## src/rtl/seq_restoring_divider.sv

```systemverilog
// Radix-2 restoring unsigned divider, one quotient bit per clock.
// Define APPROX_DIV_EN to skip the low APPROX_LSBS quotient bits.
module seq_restoring_divider #(
  parameter int DIVIDEND_W  = 16,
  parameter int DIVISOR_W   = 8,
  parameter int APPROX_LSBS = 4
) (
  input  logic                  clk,
  input  logic                  rst_n,
  input  logic                  in_valid,
  output logic                  in_ready,
  input  logic [DIVIDEND_W-1:0] dividend,
  input  logic [DIVISOR_W-1:0]  divisor,
  output logic                  out_valid,
  input  logic                  out_ready,
  output logic [DIVIDEND_W-1:0] quotient,
  output logic [DIVISOR_W-1:0]  remainder,
  output logic                  div_by_zero
);

  localparam int CNT_W = $clog2(DIVIDEND_W);
`ifdef APPROX_DIV_EN
  localparam int ITERS = DIVIDEND_W - APPROX_LSBS;
`else
  localparam int ITERS = DIVIDEND_W;
`endif
  localparam logic [CNT_W-1:0] CNT_LOAD = CNT_W'(ITERS - 1);

  if (APPROX_LSBS >= DIVIDEND_W) begin : g_bad_cfg
    $error("APPROX_LSBS must be below DIVIDEND_W");
  end

  typedef enum logic [1:0] {
    IDLE,
    RUN,
    DONE
  } state_t;

  state_t state_q, state_d;

  logic [DIVIDEND_W-1:0] dvd_q;
  logic [DIVIDEND_W-1:0] quot_sr_q;
  logic [DIVIDEND_W-1:0] quotient_q;
  logic [DIVISOR_W-1:0]  dvs_q;
  logic [DIVISOR_W-1:0]  remainder_q;
  logic [DIVISOR_W:0]    prem_q;
  logic [CNT_W-1:0]      cnt_q;
  logic                  dbz_q;

  logic                  accept;
  logic                  running;
  logic [DIVISOR_W+1:0]  shifted;
  logic [DIVISOR_W+1:0]  diff;
  logic                  q_bit;
  logic [DIVISOR_W:0]    prem_nx;
  logic [DIVIDEND_W-1:0] quot_nx;

  assign in_ready    = (state_q == IDLE);
  assign out_valid   = (state_q == DONE);
  assign quotient    = quotient_q;
  assign remainder   = remainder_q;
  assign div_by_zero = dbz_q;
  assign accept      = in_valid & in_ready;
  assign running     = (state_q == RUN);

  // Top bit of the shifted value is always 0; it only widens the sign check.
  always_comb begin
    shifted = {prem_q, dvd_q[DIVIDEND_W-1]};
    diff    = shifted - {2'b00, dvs_q};
    q_bit   = ~diff[DIVISOR_W+1];
    prem_nx = q_bit ? diff[DIVISOR_W:0] : shifted[DIVISOR_W:0];
    quot_nx = {quot_sr_q[DIVIDEND_W-2:0], q_bit};
  end

  always_comb begin
    state_d = state_q;
    unique case (state_q)
      IDLE: begin
        if (in_valid) begin
          state_d = (divisor == '0) ? DONE : RUN;
        end
      end
      RUN: begin
        if (cnt_q == '0) state_d = DONE;
      end
      DONE: begin
        if (out_ready) state_d = IDLE;
      end
      default: state_d = IDLE;
    endcase
  end

  always_ff @(posedge clk or negedge rst_n) begin
    if (!rst_n) state_q <= IDLE;
    else        state_q <= state_d;
  end

  always_ff @(posedge clk or negedge rst_n) begin
    if (!rst_n) begin
      dvd_q       <= '0;
      dvs_q       <= '0;
      prem_q      <= '0;
      quot_sr_q   <= '0;
      cnt_q       <= '0;
      quotient_q  <= '0;
      remainder_q <= '0;
      dbz_q       <= 1'b0;
    end else begin
      unique case (1'b1)
        accept: begin
          dvd_q     <= dividend;
          dvs_q     <= divisor;
          prem_q    <= '0;
          quot_sr_q <= '0;
          cnt_q     <= CNT_LOAD;
          if (divisor == '0) begin
            quotient_q  <= '1;
            remainder_q <= dividend[DIVISOR_W-1:0];
            dbz_q       <= 1'b1;
          end
        end
        running: begin
          dvd_q     <= dvd_q << 1;
          prem_q    <= prem_nx;
          quot_sr_q <= quot_nx;
          if (cnt_q != '0) begin
            cnt_q <= cnt_q - 1'b1;
          end else begin
`ifdef APPROX_DIV_EN
            quotient_q  <= quot_nx << APPROX_LSBS;
            remainder_q <= '0;
`else
            quotient_q  <= quot_nx;
            remainder_q <= prem_nx[DIVISOR_W-1:0];
`endif
            dbz_q <= 1'b0;
          end
        end
        default: ;
      endcase
    end
  end

endmodule
```

## config.mk

```make
export PLATFORM = sky130hd
export DESIGN_NAME = seq_restoring_divider
export DESIGN_NICKNAME = d
export VERILOG_FILES = /design/src/rtl/seq_restoring_divider.sv
export SDC_FILE = /design/constraint.sdc
export NUM_CORES = 1
export LEC_CHECK = 0
export CORE_MARGIN = 2
export CORE_UTILIZATION = 50
export DETAILED_ROUTE_END_ITERATION = 8
export GPL_ROUTABILITY_DRIVEN = 0
export PLACE_DENSITY = 0.86
export RECOVER_POWER = 50
export SETUP_SLACK_MARGIN = 0.5
export SLEW_MARGIN = 25
export SYNTH_ARGS = -nofsm -noshare
export SYNTH_HDL_FRONTEND = slang
export SYNTH_SLANG_ARGS = --single-unit
```

## constraint.sdc

```tcl
create_clock -name clk -period 7.1 [get_ports clk]
set_clock_uncertainty 0.2 [all_clocks]
set_input_delay 0.71 -clock clk [delete_from_list [all_inputs] [get_ports clk]]
set_output_delay 0.71 -clock clk [all_outputs]
set_load 0.01 [all_outputs]
```

==> impl_metrics.py <==
metrics = {
    "synth": {
        "synth-edff-count": 0,
        "synth.net_count": 459,
        "ys_top_cells_by_area": "dfrtp_1 (51%), nand2_1 (11%), o21ai_0 (6.1%)",
        "ys_seq_area_frac": 0.5105,
        "syn_area_per_cell_um2": 9.198,
        "async_flop_share": 1.000,
        "ys_seq_elements": 79,
        "ys_warn_count": 0,
        "yosysUniqueCellTypes": 56,
        "synthCells": 421,
        "syn-cell-area_um2": 3872,
        "yosysTopAreaCell": "dfrtp_1",
        "synth-main-ff-cell": "dfrtp_1",
        "netlist.area_leader.share": 0.5105,
    },
    "power": {
        "p_per_area_nw_per_um2": 528.9,
        "irDropWorstVdd_uv": 236.9,
        "cellLeakagePower_nw": 2.103,
    },
    "floorplan": {
        "die_area_um2": 8465,
        "initial_utilization": 0.5090,
        "std_cell_rows": 32,
        "fp.dieH_um": 92.01,
        "core_um2": 7607,
        "die_w_um": 92.01,
        "ioPinCount": 55,
    },
    "place": {
        "port_buffers": 54,
        "dpl.hpwl_um": 5605,
    },
    "cts": {
        "cts_resized": 0,
        "cts_tree": "built",
        "htree_num_levels": 3,
        "clk_pin_slew_ns": 0.08,
        "numCtsBuffers": 9,
        "max-clock-path-buffers": 2,
        "ctsRootBufferMaster": "clkbuf_8",
        "clock_sinks": 79,
        "hold_buffers": 0,
        "post-cts-setup-buffer-count": 0,
        "clkLatencyLatePin_ns": 0.36,
    },
    "job": {
        "cap_violations": 1,
    },
    "grt": {
        "grt_max_degree": 80,
        "grt_pass1_wl_um": 14190,
        "antenna_found_initial": 0,
        "overflow": 0,
        "grt_util_all_layers": 0.2139,
        "grt_pass1_vias": 2995,
    },
    "routing": {
        "drt-vias-per-instance": 5.521,
        "routed-via-count": 3158,
        "drtIter0Drc": 216,
        "antenna_left": 0,
        "routed_wl_um": 8443,
        "met3_length_um": 373,
        "drt-met1-wl_um": 3594,
        "routed.top_layer": "met4",
        "wl_per_cell_um": 14.76,
        "route.detailed.drc": 0,
        "wl_met2_um": 4282,
        "firstDrtPassIters": 5,
    },
    "layout": {
        "final_common_cell": "nand2_1",
        "areaGrowthSynthToFinish_pct": 20.52,
        "drive_above_1_share": 0.09149,
        "fin_nets": 503,
        "diodes": 0,
        "post-route-util": 0.6135,
        "final_cell_mix": "nand2_1 (113), dfrtp_1 (79), clkdlybuf4s50_1 (52)",
    },
    "outcome": {
        "violations": "max-capacitance violations, max-slew violations",
        "status": "finished with violations",
    },
    "sta": {
        "tightest_slew_ns": 1.877,
        "fin_crit_sh": 0.5523,
        "fmax_mhz": 255.0,
        "hold_viol_final": 0,
        "setup_viol": 0,
        "maxSlewViolCount": 50,
        "fin_crit_ns": 3.921,
        "rsz0062_at_grt": "no",
        "relSlewSlack": -0.2514,
        "setup_tns_ns": 0,
    },
    "setup_path": {
        "crit_path_cell_trace": "dlygate4sd3_1 > and2_2 > clkbuf_1 > nand2_2 > a21oi_4 > nand2_4 > o22ai_1",
        "crit_cells": 7,
        "crit_slowest_cell": "clkbuf_1",
        "crit_path_max_fanout": 49,
        "cp-start-kind": "input port",
        "max_stage_delay_ns": 1.34,
        "endpoint_kind": "flip-flop",
        "critical_path_required_ns": 7.17,
        "cp.arrival_ns": 3.99,
        "cp_top_family": "buffers and inverters",
        "reg2reg_depth": 7,
        "path_buf_inv": 2,
        "crit_type": "input port to flip-flop",
    },
    "min_path": {
        "hp-class": "input port to asynchronous set/reset pin",
    },
}
Yosys cell counts, drive strengths merged, types with 2 or more instances:
master and instances:
a22oi 9, xnor2 3, a211o 2, buf 11
nand2b 2, o21ai 50, mux2i 4, a31oi 10
inv 13, xor2 2, and3 2, clkbuf 13
o211ai 2, nand2 115, nor2b 2, mux2 2
nor3 4, nand3 11, o21a 2, dfrtp 79
a21oi 20, a211oi 2, o22ai 6, ha 9
a21o 5, nor2 27, or4 4
cell type report:
type                       count  area [um2]
multi-input combinational    305        1732
tap                          102       127.6
clock inverter                 6       93.84
inverter                      13       48.80
clock buffer                  10       127.6
timing repair buffer          57       560.5
sequential                    79        1977
fill                         631        2940
per-layer routing:
metal / vias to the layer above / track usage
met1: 1509 / 0.2668
met4: 0 / 0.09328
met3: 15 / 0.03780
met2: 99 / 0.3658
met5: - / 0
li1: 1535 / -
cells by family after synthesis:
kind of cell,count (synthesis),share of synthesized area
adders and majority gates,10,0.03425
xor gates and xnor gates,5,0.01131
and+or+nand+nor,170,0.1913
buffers and inverters,37,0.04362
DFF,79,0.5105
muxes,6,0.01712
AOI/OAI and AO/OA,114,0.1919
sequential cells by signal, indices dropped and copies added, names as in the netlist:
signal,count
remainder,8
dvs_q,8
dvd_q,16
state_q,2
quot_sr_q,15
prem_q,9
div_by_zero,1
quotient,16
cnt_q,4
worst paths after layout:
path	startpoint	end	slack (ns)
max in group asynchronous	rst_n	prem_q[7]	6.07
min	rst_n	quotient[11]	0.18
max reg2reg	state_q[1]	remainder[4]	3.43
min in group clk	quotient[15]	quotient[15]	0.27
min reg2reg	quotient[15]	quotient[15]	0.27
max	in_valid	remainder[4]	3.18
through the flow:
| step | setup WS [ns] | cell area, um2 | hold slack [ns] | total power [mW] | cells |
|---|---|---|---|---|---|
| 6_report | 3.179 | 4667 | 0.1796 | 2.468 | 572 |
| 5_1_grt | 2.803 | 4667 | 0.2305 | 2.660 | 572 |
| 4_1_cts | 4.285 | 4667 | 0.2718 | 2.470 | 572 |
| 3_5_place_dp | 3.930 | 4446 | 0.2547 | 2.089 | 556 |
| 3_3_place_gp | 3.985 | 4446 | 0.2489 | 2.031 | 556 |
| 2_1_floorplan | 4.738 | 3872 | 0.2144 | 1.711 | 421 |
where the power goes:
| group | switching, mW | internal (mW) |
|---|---|---|
| registers | 0.135 | 0.655 |
| logic | 0.754 | 0.550 |
| clock network | 0.173 | 0.201 |
| total | 1.06 | 1.41 |
Power figures use the tool's default switching activity.
